File: config.mk
export PLATFORM = sky130hd
export DESIGN_NAME = sdp_ram_ctl
export DESIGN_NICKNAME = d
export VERILOG_FILES = /design/src/rtl/sdp_ram_ctl.sv
export SDC_FILE = /design/constraint.sdc
export NUM_CORES = 1
export LEC_CHECK = 0
export BUFFER_PORTS_ARGS = -buffer_cell sky130_fd_sc_hd__buf_4
export CAP_MARGIN = 20
export CORE_ASPECT_RATIO = 0.8
export CORE_MARGIN = 3
export CORE_UTILIZATION = 57
export DETAILED_ROUTE_END_ITERATION = 8
export GPL_TIMING_DRIVEN = 0
export PLACE_DENSITY = 0.76
export SYNTH_ARGS = -nofsm -noshare
export SYNTH_HDL_FRONTEND = slang
export SYNTH_SLANG_ARGS = --single-unit
File: constraint.sdc
create_clock -name clk -period 4.9 [get_ports clk]
set_input_delay 0 -clock clk [delete_from_list [all_inputs] [get_ports clk]]
set_output_delay 0 -clock clk [all_outputs]
set_load 0.01 [all_outputs]
File: src/rtl/sdp_ram_ctl.sv
`default_nettype none
// ============================================================================
// Module   : sdp_ram_ctl
// Brief    : Simple dual-port RAM with sweep-clear engine and read-valid pipe
// Revision : 1.0
// ============================================================================
module sdp_ram_ctl #(
    parameter int                ADDR_W         = 8,
    parameter int                DATA_W         = 1,
    parameter int                OUT_REG        = 0,
    parameter int                RDW_MODE       = 0,
    parameter logic [DATA_W-1:0] CLEAR_VAL      = '0,
    parameter int                CLEAR_ON_RESET = 1
) (
    input  logic              clk,
    input  logic              rst_n,
    input  logic              read_en,
    input  logic [ADDR_W-1:0] read_addr,
    output logic [DATA_W-1:0] read_val,
    output logic              read_valid,
    input  logic              write_en,
    input  logic [ADDR_W-1:0] write_addr,
    input  logic [DATA_W-1:0] write_val,
    input  logic              clear,
    output logic              busy
);

    typedef enum logic [0:0] {
        ST_IDLE  = 1'b0,
        ST_CLEAR = 1'b1
    } state_t;

    localparam int              C_DEPTH     = 2 ** ADDR_W;
    localparam logic [ADDR_W:0] C_CNT_ONE   = {{ADDR_W{1'b0}}, 1'b1};
    localparam state_t          C_RST_STATE = (CLEAR_ON_RESET != 0) ? ST_CLEAR : ST_IDLE;

    state_t            r_state;
    state_t            w_state_next;
    logic [ADDR_W:0]   r_cnt;
    logic [ADDR_W:0]   w_cnt_next;
    logic [ADDR_W:0]   w_cnt_inc;
    logic [DATA_W-1:0] r_mem [C_DEPTH];
    logic              w_busy;
    logic              w_rd_acc;
    logic              w_wr_acc;
    logic              w_fwd;
    logic [DATA_W-1:0] w_rd_data;
    logic              r_s1_vld;
    logic [DATA_W-1:0] r_s1_val;

    assign w_busy    = (r_state == ST_CLEAR);
    assign w_rd_acc  = read_en & ~w_busy;
    assign w_wr_acc  = write_en & ~w_busy;
    assign w_cnt_inc = r_cnt + C_CNT_ONE;
    assign busy      = w_busy;

    // The counter's extra MSB flags the final address so the sweep never wraps
    always_comb begin
        w_state_next = r_state;
        w_cnt_next   = r_cnt;
        case (r_state)
            ST_IDLE: begin
                if (clear) begin
                    w_state_next = ST_CLEAR;
                    w_cnt_next   = '0;
                end
            end
            ST_CLEAR: begin
                if (w_cnt_inc[ADDR_W]) begin
                    w_state_next = ST_IDLE;
                    w_cnt_next   = '0;
                end else begin
                    w_cnt_next = w_cnt_inc;
                end
            end
            default: begin
                w_state_next = ST_IDLE;
                w_cnt_next   = '0;
            end
        endcase
    end

    always_ff @(posedge clk or negedge rst_n) begin
        if (!rst_n) begin
            r_state <= C_RST_STATE;
            r_cnt   <= '0;
        end else begin
            r_state <= w_state_next;
            r_cnt   <= w_cnt_next;
        end
    end

    // Storage has no reset; writes are suppressed while rst_n is held low
    always_ff @(posedge clk) begin
        if (rst_n) begin
            if (w_busy) begin
                r_mem[r_cnt[ADDR_W-1:0]] <= CLEAR_VAL;
            end else if (w_wr_acc) begin
                r_mem[write_addr] <= write_val;
            end
        end
    end

    assign w_fwd     = (RDW_MODE != 0) && w_wr_acc && (write_addr == read_addr);
    assign w_rd_data = w_fwd ? write_val : r_mem[read_addr];

    always_ff @(posedge clk or negedge rst_n) begin
        if (!rst_n) begin
            r_s1_vld <= 1'b0;
            r_s1_val <= '0;
        end else begin
            r_s1_vld <= w_rd_acc;
            if (w_rd_acc) begin
                r_s1_val <= w_rd_data;
            end
        end
    end

    generate
        if (OUT_REG != 0) begin : g_out_reg
            logic              r_s2_vld;
            logic [DATA_W-1:0] r_s2_val;

            always_ff @(posedge clk or negedge rst_n) begin
                if (!rst_n) begin
                    r_s2_vld <= 1'b0;
                    r_s2_val <= '0;
                end else begin
                    r_s2_vld <= r_s1_vld;
                    if (r_s1_vld) begin
                        r_s2_val <= r_s1_val;
                    end
                end
            end

            assign read_valid = r_s2_vld;
            assign read_val   = r_s2_val;
        end else begin : g_no_out_reg
            assign read_valid = r_s1_vld;
            assign read_val   = r_s1_val;
        end
    endgenerate

endmodule
`default_nettype wire

**Word-level counts from Yosys, hierarchy flattened**

Memories as Yosys holds them, arrays and structs flattened. A register that Yosys moved wholly into a read port is not among the register bits.
Cells that the tools add are included.

- Memories: 1
- Output and inout bits: 3
- Input bits: 22
- Bits in writable memories: 256
- Register bits: 11

- Eq/ne operators: 1
- Reductions and logical operators: 2
- Multiplexer cells: 16
- Bitwise logic cells: 3
- Add/subtract/negate cells: 1

Memories:

| memory | depth | width | read ports | clocked after memory_dff | wr ports | RTL line | source |
|---|---|---|---|---|---|---|---|
| r_mem | 256 | 1 | 1 | 1 | 1 | 42 | `logic [DATA_W-1:0] r_mem [C_DEPTH];` |

Operators with widths:

| cell | count |
|---|---|
| $pmux 9 s2 | 1 |
| $mux 8 | 2 |
| $mux 1 | 11 |
| $add 9x1->9 const B | 1 |
| $mux 9 | 1 |
| $and 1x1->1 | 2 |
| $ne 2x2->1 const B | 1 |
| $pmux 1 s2 | 1 |
| $logic_not 1->1 | 1 |
| $not 1->1 | 1 |
| $reduce_or 1->1 | 1 |

**Logic depth before layout (Yosys ltp)**

- Depth in word-level cells: 8
- Depth in mapped cells: 11

**Worst setup path before layout**

OpenSTA, ideal clock, no wires.

- Path kind: register to register
- Start: reg r_state, in the netlist busy
- End: mem r_mem[0] (data pin)
- Arrival: 4.334 ns
- Slack: -0.307 ns
- Stages on the path, launching flop included: 5
- Period minus slack after synthesis: 5.207 ns
- Required time: 4.027 ns
- Cells stage by stage: dfstp_2 clkbuf_1 nor2_2 buf_2 and2_1

- Longest elaborated chain between the ends: 8

RTL lines:

| what | RTL line | source |
|---|---|---|
| start, declared | 37 | `state_t r_state;` |
| start signal, assigned | 88 | `r_state <= w_state_next;` |
| $not 1->1 | -- |  |
| $and 1x1->1 | 53 | `assign w_wr_acc = write_en & ~w_busy;` |
| $mux 1 | 98 | `end else if (w_wr_acc) begin` |
| $mux 1 (*) | 96 | `if (w_busy) begin` |
| $mux 1 (*) | 95 | `if (rst_n) begin` |
| $mux 1 (not written as such) (*) | 99 | `r_mem[write_addr] <= write_val;` |
| $reduce_or 1->1 (no line) (*) | -- |  |
| $mux 1 (no line) (*) | -- |  |
| end, declared | 42 |  |

Every way passes the cells marked *; elsewhere a longest branch is shown, timed or not.

**Worst setup path after layout**

- Start: reg r_state, in the netlist busy
- End: mem r_mem[46], enable pin

- Longest elaborated chain between the ends: 8

RTL lines:

| what | RTL line |
|---|---|
| $not 1->1 | -- |
| $and 1x1->1 | 53 |
| $mux 1 | 98 |
| $mux 1 | 96 |
| $mux 1 | 95 |
| $mux 1 (not written as such) | 99 |
| $reduce_or 1->1 (no line) | -- |
| $mux 8 (no line) / $mux 1 (equally long branches) | -- |

Several ways; a longest one is shown, not always the timed one.

==> flow_metrics.tcl <==
set metrics [dict create \
    drv_slew 0 \
    grt_pass1_wl_um 46070 \
    critical_path.most_common_cell "clkbuf_1" \
    crit_buf_inv 2 \
    worst_pin_slew_ns 1.080 \
    yosys-top-cells-area "edfxtp_1 63%, nor2_1 8.2%, mux4_1 5.2%, mux4_2 4.8%, mux2i_1 2.7%" \
    initial_core_util 0.5844 \
    via_per_inst 6.422 \
    hold_start "write_val" \
    synth_top_family_by_area "simple AND/OR/NAND/NOR gates" \
    cts_tree "built" \
    cts_setup_buffers 0 \
    gp_congestion 0.8807 \
    drt_wl_total_um 30910 \
    synth_compound_area_frac 0.03990 \
    n_antenna_cell 0 \
    synth-seq-cells 267 \
    clk_root_buffer_cell "clkbuf_16" \
    grt_overflow_total 0 \
    dr.pass1.iters 5 \
    max_stage_delay_ns 0.90 \
    core_area_um2 20880 \
    grt_max_degree 109 \
    end_kind "flip-flop" \
    met2_length_um 13980 \
    final_core_util 0.6523 \
    synthCells 916 \
    hold_class "input pin to flip-flop" \
    setup_viol 0 \
    clk_latency_ns 0.54 \
    yosysWarnings 0 \
    avgSynthCellArea_um2 13.32 \
    vias 8118 \
    status "completed" \
    path_clk_slew_ns 0.06 \
    required_ns 5.14 \
    path_delay_family "compound AO/OA/AOI/OAI gates" \
    synth.top_cells.by_count "265 x nor2_1, 256 x edfxtp_1, 67 x nand2_1, 39 x clkbuf_1" \
    die_h_um 136.9 \
    cts_buffers 27 \
    async_reset_ff_frac 0.04120 \
    synth-edff-count 256 \
    fin_crit_sh 0.6797 \
    final_layout_size_suffix_gt1_frac 0.1146 \
    synth_xor_xnor_area_share 0.002154 \
    muxShareOfSynthArea 0.1286 \
    yosysMostFrequentCell "nor2_1" \
    portBuffers 21 \
    fin_crit_ns 3.330 \
    seq_area_frac_synth 0.6528 \
    r2r_end "r_mem[46]" \
    placed_area_um2 12750 \
    finalSetupTns_ns 0 \
    rows 47 \
    drt_iter0_markers 1232 \
    path_max_fanout 10 \
    synth-adder-area-share 0.001026 \
    synthesis.area_um2 12200 \
    reg2regPathDepth 6 \
    cts_htree_levels 1 \
    wl_met1_um 12400 \
    cts-resized-gates 0 \
    powerDensity_nw_per_um2 374.5 \
    synthFlopType "edfxtp_1" \
    ctsHoldBuffers 6 \
    p_leak_nw 4.413 \
    critPathLaunchType "flip-flop" \
    path_class "flip-flop to flip-flop" \
    synth_top_area_cell "edfxtp_1" \
    grt_pass1_vias 7667 \
    syn2layout_area_growth_pct 11.63 \
    dp.final_hpwl_um 20260 \
    antenna_found_initial 0 \
    maxCapViolCount 0 \
    multi_input_area_um2 3865 \
    maxSlewHeadroom 0.2740 \
    die-width_um 169.6 \
    grt_use_total 0.2696 \
    top_layer "met4" \
    ir_drop_uv 280.2 \
    synth_nets 939 \
    design_area_um2 13620 \
    wl_per_cell_um 24.45 \
    synth_cell_type_count 55 \
    regArea_um2 7964 \
    crit_slowest_cell "o31ai_1" \
    hold_violations 0 \
    r2r_start "busy" \
    clock-sinks 267 \
    nFillCells 1514 \
    io_pins 25 \
    drt_drc_violations_left 0 \
    holdPathEnd "r_mem[159]" \
    synth_top_area_share 0.6302 \
    nNetsFinal 998 \
    holdPathStages 2 \
    arrival_ns 3.58 \
    fmax_ghz 0.3003 \
    crit_chain "clkbuf_1 > nor2_2 > o31ai_1 > nand2_1 > clkbuf_1 > nor2_1" \
    grt_setup_unrepaired "no" \
    ant_nets 0 \
    synth_simple_gate_area_frac 0.1449 \
    cts_buffer_depth 3 \
    r2r_setup_slack_ns 1.57 \
    wl_met3_um 3877 \
    die_area_um2 23200 \
    skew_ns 0.01367 \
]
==> cells in the final DEF (no fill, tap or decap), types with 5 or more instances in the layout <==
master / count
nand3_1: 33
edfxtp_1: 256
a211oi_1: 6
dlygate4sd3_1: 6
o21ai_0: 15
mux2i_1: 33
inv_1: 5
nor2_1: 265
nand2_1: 67
clkbuf_1: 48
a21oi_1: 7
mux4_2: 26
nand3b_1: 15
mux4_1: 24
buf_1: 5
o221ai_1: 11
buf_2: 13
o22ai_1: 6
dfrtp_1: 10
buf_4: 23
clkbuf_16: 27
or3_1: 5
clkinv_1: 6
nand2b_1: 9
==> worst max path at each step <==
stage               cells after the start  slack (ns)  from   endpoint
finish                                  6        1.57  busy  r_mem[46]
global route                            6        1.51  busy  r_mem[41]
CTS                                     6        1.65  busy  r_mem[80]
detailed placement                      6        1.66  busy  r_mem[80]
global placement                        4        0.11  busy  r_mem[94]
floorplan                               4        1.53  busy   r_mem[0]
==> registers in the layout, indices dropped and copies added (netlist names) <==
name / cells
read_valid: 1
busy: 1
read_val: 1
r_cnt: 8
r_mem: 256
==> where the power goes <==
part	leakage, nW	internal [mW]	total (mW)	switching (mW)
logic	1.49	0.181	0.655	0.474
registers	2.53	2.51	2.54	0.0267
clock network	0.387	1.07	1.91	0.840
total	4.41	3.76	5.10	1.34
==> area by class of cell <==
class                   count  share of cell area
clock buffers              36             0.05209
multi-input cells         577              0.2838
well taps                 269             0.02472
clock inverters            13            0.006799
repair buffers             30             0.02040
inverters                   5            0.001378
plain buffers              67             0.02600
flip-flops and latches    267              0.5848
==> per-layer routing <==
metal,global-route usage,vias up
met1,0.3987,4045
met4,0.06176,0
met5,0,-
met2,0.4067,492
met3,0.07450,66
li1,-,3515
==> cells by family (layout without fill, tap and decap cells) <==
group                    after synthesis  after routing
flip-flops                           267            267
buffers and inverters                 72            151
multiplexers                          85             85
AND/OR/NAND/NOR                      419            419
AO/OA/AOI/OAI                         69             69
XOR/XNOR                               3              3
adder cells (fa/ha/maj)                1              1
==> per-stage QoR <==
step / instances / hold slack, ns / setup WS (ns) / power (mW)
5_1_grt: 1264 / 0.1931 / 1.514 / 5.242
3_5_place_dp: 1208 / -0.1414 / 1.661 / 3.208
2_1_floorplan: 916 / -0.2956 / 1.532 / 2.969
6_report: 1264 / 0.1566 / 1.570 / 5.099
3_3_place_gp: 1206 / -0.1388 / 0.1122 / 3.194
4_1_cts: 1263 / 0.1514 / 1.648 / 5.085
(Power assumes the default switching activity.)
